<file path="src/rtl/div_unit.sv">
// Iterative restoring divider for RV32M DIV/DIVU/REM/REMU.
// One quotient bit per cycle; divide-by-zero and signed overflow resolve on acceptance.
module div_unit #(
    parameter int unsigned WIDTH = 32
) (
    input  logic             clk,
    input  logic             rst,
    input  logic             start,
    input  logic             flush,
    input  logic [1:0]       div_ctrl,
    input  logic [WIDTH-1:0] op_a,
    input  logic [WIDTH-1:0] op_b,
    output logic             busy,
    output logic             done,
    output logic [WIDTH-1:0] result
);

    localparam int unsigned CW = $clog2(WIDTH) + 1;

    typedef enum logic [1:0] {
        IDLE,
        CALC,
        DONE
    } state_t;

    state_t           state, state_nx;
    logic [1:0]       ctrl_q, ctrl_nx;
    logic             neg_quo_q, neg_quo_nx;
    logic             neg_rem_q, neg_rem_nx;
    logic [WIDTH-1:0] divisor_q, divisor_nx;
    logic [WIDTH-1:0] rem_q, rem_nx;
    logic [WIDTH-1:0] quo_q, quo_nx;
    logic [WIDTH-1:0] result_q, result_nx;
    logic [CW-1:0]    count_q, count_nx;

    logic             signed_op;
    logic             sign_a, sign_b;
    logic [WIDTH-1:0] abs_a, abs_b;
    logic [WIDTH-1:0] min_val;
    logic             accept;
    logic [WIDTH:0]   shifted, diff;
    logic             q_bit;
    logic [WIDTH-1:0] rem_step, quo_step;
    logic             last;

    always_comb begin
        signed_op = ~div_ctrl[0];
        sign_a    = signed_op & op_a[WIDTH-1];
        sign_b    = signed_op & op_b[WIDTH-1];
        abs_a     = sign_a ? (-op_a) : op_a;
        abs_b     = sign_b ? (-op_b) : op_b;
        min_val   = {1'b1, {(WIDTH-1){1'b0}}};
        accept    = start & ~flush & (state != CALC);
    end

    // quo_q doubles as the dividend shift register: its MSB feeds the remainder each step.
    always_comb begin
        shifted  = {rem_q, quo_q[WIDTH-1]};
        diff     = shifted - {1'b0, divisor_q};
        q_bit    = ~diff[WIDTH];
        rem_step = q_bit ? diff[WIDTH-1:0] : shifted[WIDTH-1:0];
        quo_step = {quo_q[WIDTH-2:0], q_bit};
        last     = (count_q == CW'(WIDTH - 1));
    end

    always_comb begin
        state_nx   = state;
        ctrl_nx    = ctrl_q;
        neg_quo_nx = neg_quo_q;
        neg_rem_nx = neg_rem_q;
        divisor_nx = divisor_q;
        rem_nx     = rem_q;
        quo_nx     = quo_q;
        result_nx  = result_q;
        count_nx   = count_q;

        unique case (state)
            IDLE, DONE: begin
                state_nx = IDLE;
                if (accept) begin
                    ctrl_nx    = div_ctrl;
                    neg_quo_nx = sign_a ^ sign_b;
                    neg_rem_nx = sign_a;
                    divisor_nx = abs_b;
                    quo_nx     = abs_a;
                    rem_nx     = '0;
                    count_nx   = '0;
                    if (op_b == '0) begin
                        result_nx = div_ctrl[1] ? op_a : '1;
                        state_nx  = DONE;
                    end else if (signed_op && (op_a == min_val) && (op_b == '1)) begin
                        result_nx = div_ctrl[1] ? '0 : op_a;
                        state_nx  = DONE;
                    end else begin
                        state_nx = CALC;
                    end
                end
            end
            CALC: begin
                if (flush) begin
                    state_nx = IDLE;
                end else begin
                    rem_nx   = rem_step;
                    quo_nx   = quo_step;
                    count_nx = count_q + CW'(1);
                    if (last) begin
                        state_nx = DONE;
                        unique case (ctrl_q)
                            2'b00:   result_nx = neg_quo_q ? (-quo_step) : quo_step;
                            2'b01:   result_nx = quo_step;
                            2'b10:   result_nx = neg_rem_q ? (-rem_step) : rem_step;
                            default: result_nx = rem_step;
                        endcase
                    end
                end
            end
            default: state_nx = IDLE;
        endcase
    end

    always_ff @(posedge clk) begin
        if (rst) begin
            state     <= IDLE;
            ctrl_q    <= '0;
            neg_quo_q <= 1'b0;
            neg_rem_q <= 1'b0;
            divisor_q <= '0;
            rem_q     <= '0;
            quo_q     <= '0;
            result_q  <= '0;
            count_q   <= '0;
        end else begin
            state     <= state_nx;
            ctrl_q    <= ctrl_nx;
            neg_quo_q <= neg_quo_nx;
            neg_rem_q <= neg_rem_nx;
            divisor_q <= divisor_nx;
            rem_q     <= rem_nx;
            quo_q     <= quo_nx;
            result_q  <= result_nx;
            count_q   <= count_nx;
        end
    end

    assign busy   = (state == CALC);
    assign done   = (state == DONE);
    assign result = result_q;

endmodule

</file>
<file path="config.mk">
export PLATFORM = sky130hd
export DESIGN_NAME = div_unit
export DESIGN_NICKNAME = d
export VERILOG_FILES = /design/src/rtl/div_unit.sv
export SDC_FILE = /design/constraint.sdc
export NUM_CORES = 1
export LEC_CHECK = 0
export BUFFER_PORTS_ARGS = -buffer_cell sky130_fd_sc_hd__buf_2
export CAP_MARGIN = 30
export CELL_PAD_IN_SITES_DETAIL_PLACEMENT = 0
export CELL_PAD_IN_SITES_GLOBAL_PLACEMENT = 1
export CORE_UTILIZATION = 45
export DETAILED_ROUTE_END_ITERATION = 8
export HOLD_SLACK_MARGIN = 0.1
export MAX_ROUTING_LAYER = met4
export PLACE_DENSITY_LB_ADDON = 0.1
export SETUP_SLACK_MARGIN = 0.4
export SLEW_MARGIN = 15
export SYNTH_ARGS = -nofsm -noshare
export SYNTH_HDL_FRONTEND = slang
export SYNTH_SLANG_ARGS = --single-unit
</file>
<file path="constraint.sdc">
create_clock -name clk -period 11.26 [get_ports clk]
set_input_delay 2.252 -clock clk [delete_from_list [all_inputs] [get_ports clk]]
set_output_delay 2.252 -clock clk [all_outputs]
set_load 0.1 [all_outputs]
</file>
# == Word-level counts from Yosys, hierarchy flattened ==
# Cells that the tools add are included.
# op_classes
n_addsub,6
n_eq_ne,13
mux,29
bitwise_logic,8
reduce_logical,10
# ops
cell,n
32-bit 2-to-1 mux,16
32-bit case mux with 2 select lines,3
32-bit negation,4
32-bit case mux with 3 select lines,1
"32-bit == test, second input constant",2
33-bit by 32-bit subtractor with 33-bit output,1
32-bit logical NOT,1
6-bit 2-to-1 mux,2
6-bit case mux with 2 select lines,1
2-bit 2-to-1 mux,5
"6-bit by 1-bit adder with 6-bit output, second input constant",1
"6-bit by 5-bit == test with 1-bit output, second input constant",1
5-bit AND reduction,1
1-bit AND,4
"2-bit by 1-bit == test with 1-bit output, second input constant",2
"2-bit == test, second input constant",2
2-bit logical NOT,2
"2-bit by 1-bit != test with 1-bit output, second input constant",2
"2-bit != test, second input constant",2
2-bit case mux with 2 select lines,1
"3-bit by 2-bit != test with 1-bit output, second input constant",1
"3-bit != test, second input constant",1
1-bit inverter,3
3-bit AND reduction,1
other kinds (5),6
# totals
reg_bits,140
in_bits,70
output_inout_bits,34
elab_cells,75

# == Depth between registers and ports, before layout ==
# depth
depth_word,8
mapped_depth,25
depth_no_buf,23

# == Worst setup path after synthesis ==
# No wires, ideal clock.
# synth_timing
path_kind,register to register
startpoint,reg quo_q[31]
endpoint,reg result_q[30] (netlist: result[30])
arrival_time_ns,5.801
required_time_ns,11.128
path_slack_ns,5.327
path_stages_with_launch,23
path_buffers,2
cell_sequence,dfxtp_1 inv_1 ha_1 inv_1 fa_1 a211o_1 a21boi_1 a2111o_1 a21oi_1 o21a_1 nor2_2 clkbuf_1 clkbuf_1 mux2i_1 ha_1 nand3b_1 or4_1 a222oi_1 nand2_1 or3_4 or4_1 a211oi_1 nor4_1
# synth_between
elab_chain_cells,8
word_cells_on_any_way,11
cone_classes,add/sub: 3; mux: 7; bitwise: 1
# synth_rtl
element,line_no,rtl
from (decl),32,"logic [WIDTH-1:0] quo_q, quo_nx;"
from (signal assigned),139,quo_q <= quo_nx;
33-bit by 32-bit subtractor with 33-bit output,59,"diff = shifted - {1'b0, divisor_q};"
32-bit 2-to-1 mux or 1-bit inverter (tied branches),"61, 60",
32-bit negation (on tied branches),"111, 109",
32-bit 2-to-1 mux (on tied branches),"111, 109",
32-bit case mux with 3 select lines (*),108,unique case (ctrl_q)
32-bit 2-to-1 mux (*),106,if (last) begin
32-bit 2-to-1 mux (*),100,if (flush) begin
32-bit case mux with 2 select lines (*),77,unique case (state)
to (signal assigned),140,result_q <= result_nx;
to (decl),33,"logic [WIDTH-1:0] result_q, result_nx;"
# Mark *: on every way between the ends. The rest lies on a longest branch, timed or not. The select of a mux whose other input is x is not followed.
# A chain may end at the register's enable or synchronous reset.

# == Worst setup path after layout ==
# layout_timing
startpoint,in op_b[17]
endpoint,reg result_q[15] (netlist: result[15])
# layout_between
elab_chain_cells,4
word_cells_on_any_way,8
cone_classes,eq/ne: 2; mux: 3; reduce/logical: 3
# layout_rtl
element,line_no,rtl
from (decl),12,"input logic [WIDTH-1:0] op_b,"
32-bit == test or 32-bit logical NOT (tied branches),"91, 88",
1-bit logical AND or 32-bit 2-to-1 mux (tied branches),"91, 88",
3-bit != test (no source line) or 32-bit 2-to-1 mux (tied branches),--,
5-bit AND reduction (no source line) or 32-bit case mux with 2 select lines (tied branches),--,
# Parallel ways exist; a longest one is shown, timed or not. The select of a mux whose other input is x is not followed.

==> impl.org <==
** Power and ir drop
- In this run the static leakage power is 5.04 nW.
- Cell area power density :: 121 nW/um^2
- VDD sags by at most approximately 110 uV.

** Run status
- The run finished with clean final reports.

** Placement
- Before CTS, the worst setup slack after placement is 4210 ps.
- # placed instances :: 1963
- Once placement finished, the instance area stood at between 10000 and 15000 um^2.
- Final estimated routing congestion in global placement :: between 0.9 and 1
- Number of port buffers :: 103
- Once detailed placement completed, the half-perimeter wirelength came to ~32000 um.

** Setup path
- Crit path from :: op_b[17]
- For the worst setup path, the data arrival time is 7080 ps.
- FF-to-FF setup slack :: 4660 ps
- Worst flop-to-flop path endpoint :: result[30]
- Of all nets on the critical path, the largest fanout is 16.
- At the worst endpoint, the required time is 11640 ps.
- The worst setup path is launched from an input pin.
- CP Class :: input pin to flip-flop
- The startpoint identified for the worst register-to-register timing path is divisor_q[1].
- Crit path capture type :: flip-flop
- The number of cells on the worst reg-to-reg path is 20.

** Global routing
- The number of global-route vias before repair is 11000.
- Entering global routing, the biggest net connects 100 pins.
- In this run the most used layer during global routing was met2.
- Met2 layer usage reported by global route :: about 48%
- Global routing consumed, on the met3 layer, 5.33% of the routing resources.
- Wire length of the first global-routing pass :: approximately 65000 um
- For this run the aggregate overflow at the end of global routing stands at 0.
- The initial antenna violation count was 1.
- Across every metal layer, demand over resource in global routing totals about a third.
- GR met1 Demand/Resource :: 47.0%

** Clocking
- The clock passes through at most 2 buffers.
- After clock tree synthesis, the clock-pin slew on the worst setup and hold paths is around 70 ps.
- The number of clock buffers added by TritonCTS is 17.
- Post CTS Setup Buffer Count :: 0
- The clock drives 140 sinks.
- Clock latency on the worst-skew pair, taken at its later pin, is 450 ps.
- The tree is rooted in a clkbuf_16.
- Number of buffers inserted for hold repair after clock tree synthesis :: 0
- Post-CTS Resized :: 0
- H-tree lvl count :: 4
- CTS tree :: done

** Timing
- Shortest period the worst path allows :: 6700 ps
- After layout, the worst path uses 59.5% of the clock period.
- Tightest Pin Transition :: around 960 ps
- RSZ-0062 raised after global routing :: no
- The hold violation total from the final report was 0.
- Max-slew violation count :: 0
- Sum of negative setup slack :: 0 ps
- Setup violations, final :: 0
- Between clock sinks in the finished design, the worst skew comes to 20.9 ps.
- Derived from the worst setup path, the maximum achievable clock frequency is 149 MHz.
- The worst path meets setup with 4560 ps of slack.
- Measured against its own limit, the worst slew margin works out to ~36%.

** Synth
- Cell types occupying the most area after synthesis :: dfxtp_1 (24%), nor2_1 (7.6%), a21oi_1 (5.6%)
- The number of nets in the synthesized netlist is 1728.
- Dominant cell by count in the synthesized netlist :: nor2_1
- Yosys reg bits :: 140
- Main flop type after synthesis :: dfxtp_1
- Fraction of the yosys area taken by sequential cells :: 24.0%
- Yosys cell types :: 83
- After synthesis, the most frequently instantiated cells are nor2_1 (237), dfxtp_1 (140), nand2_1 (135).
- Combined area of all synthesized cells :: 11700 um^2
- dfxtp_1 takes more of the synthesized area than any other cell.
- In this run the biggest area consumer among cell types represents 24.0% of the synthesized area.
- Fraction of synthesis flops using an asynchronous set or reset pin :: 0%
- In this run the mean area of a mapped cell was 7.22 um^2.
- Post-Synthesis Cells :: between 1500 and 2000
- Warning count from the yosys run :: 0
- EDFF count, synth :: 0

** Routing
- Detailed-route wire length per cell :: 21.4 um
- The routed layout has 12400 vias.
- Count of nets left with antenna violations after detail routing :: 0
- After detailed routing, the total wire length is 42800 um.
- After detailed routing, the number of vias per cell comes to just over 6.
- Iteration count of the initial detailed-routing pass :: 6
- Number of violations reported at the end of detailed-routing iteration 0 :: 1087
- In the routed design, unresolved DRC markers number 0.

** Worst hold path
- The path with the worst hold slack has its endpoint at divisor_q[31].
- Hold Crit Depth :: 2
- Worst hold start :: divisor_q[31]
- Min-Delay Path Class :: flip-flop to flip-flop

** Layout
- In the final layout, the share of cells above drive strength 1 is 11.2%.
- Post-layout instance area :: 13000 um^2
- Final #Nets :: between 1500 and 2000
- The finished layout holds 1998 standard cells, fillers aside.
- Layout area overhead :: 11.3%

** Floorplan
- For this design the top-level I/O count stands at roughly 100.
- Initial core utilization :: a little under half
- The floorplan step defined a die boundary enclosing 26600 um^2.
- Overall die width :: 163 um
- The die is 163 um tall.
- In this run the standard cell core region covers 25300 um^2.
- Standard-cell rows :: 58

** Run
- Max-cap violations :: 0
==> metrics by stage <==
step / power (W) / hold slack, ps / utilization (%)
floorplan: 0.000826 / 432 / -
global placement: 0.000951 / 443 / 48.8
detailed placement: 0.000951 / 451 / 48.8
CTS: 0.00157 / 461 / 51.2
global route: 0.00163 / 493 / 51.3
finish: 0.00157 / 461 / 51.3
==> state kept, by name, summed over array words and instances (netlist names) <==
name	flops
count_q	6
ctrl_q	2
divisor_q	32
neg_quo_q	1
neg_rem_q	1
quo_q	32
rem_q	32
result	32
state	2
==> how the worst max path moves through the flow <==
stage                       endpoint
after floorplan           result[30]
after global placement    result[15]
after detailed placement  result[15]
after CTS                 result[29]
after global routing      result[30]
final                     result[15]
==> layer usage <==
layer	part of all wire (%)	vias to the layer above
met4	1.3	0
met2	44	497
li1	-	5950
met1	47	5902
met5	0	-
met3	8.0	34
==> cell families (layout without fill, tap and decap cells) <==
kind of cell | count (synthesis) | in the layout | share of synthesized area (%)
DFF | 140 | 140 | 24.0
AOI/OAI and AO/OA | 498 | 498 | 28.1
muxes | 29 | 29 | 2.58
other | 0 | 1 | 0
and+or+nand+nor | 591 | 591 | 23.7
xor gates and xnor gates | 132 | 132 | 9.90
buffers and inverters | 169 | 217 | 5.65
adders and majority gates | 60 | 60 | 6.04
==> cell type report <==
type                       count  area (um^2)
antenna                        1         2.50
tap                          330          413
clock inverter                13          176
inverter                      65          244
clock buffer                  19          443
fill                        2552        12300
sequential                   140         2800
multi-input combinational   1310         8260
timing repair buffer         120          658
==> placed cells by master, fill, tap and decap left out, types with 13 or more instances in the layout <==
master,n
nand4_1,20
or4_1,16
or3_1,23
maj3_1,21
xor2_1,70
ha_1,38
o211ai_1,19
a31oi_1,14
o21ai_0,94
a22oi_1,24
buf_2,102
buf_4,17
o31ai_1,27
clkbuf_16,17
xnor2_1,62
a21oi_1,130
inv_1,62
dfxtp_1,140
and2_1,22
nand3_1,22
nor2_1,236
mux2i_1,20
a21o_1,15
nor4_1,13
nor3_1,44
nand2_1,135
a211oi_1,73
==> report_power, final <==
part,leakage [nW],switching [W],internal (W)
Sequential,1.14,0.0000226,0.000515
Combinational,3.61,0.000275,0.000141
Clock,0.294,0.000256,0.000360
==> critical path, stage by stage <==
cell	delay [ps]
buf_2	130
or3_1	410
or4_1	480
or4_1	460
nor3_1	290
nand2_1	180
nor4_2	560
nor2_1	220
a211o_1	580
nor2_1	830
nand2_1	300
a211o_1	300
nand2_1	70
No activity file was read; power rests on OpenSTA's default activity.
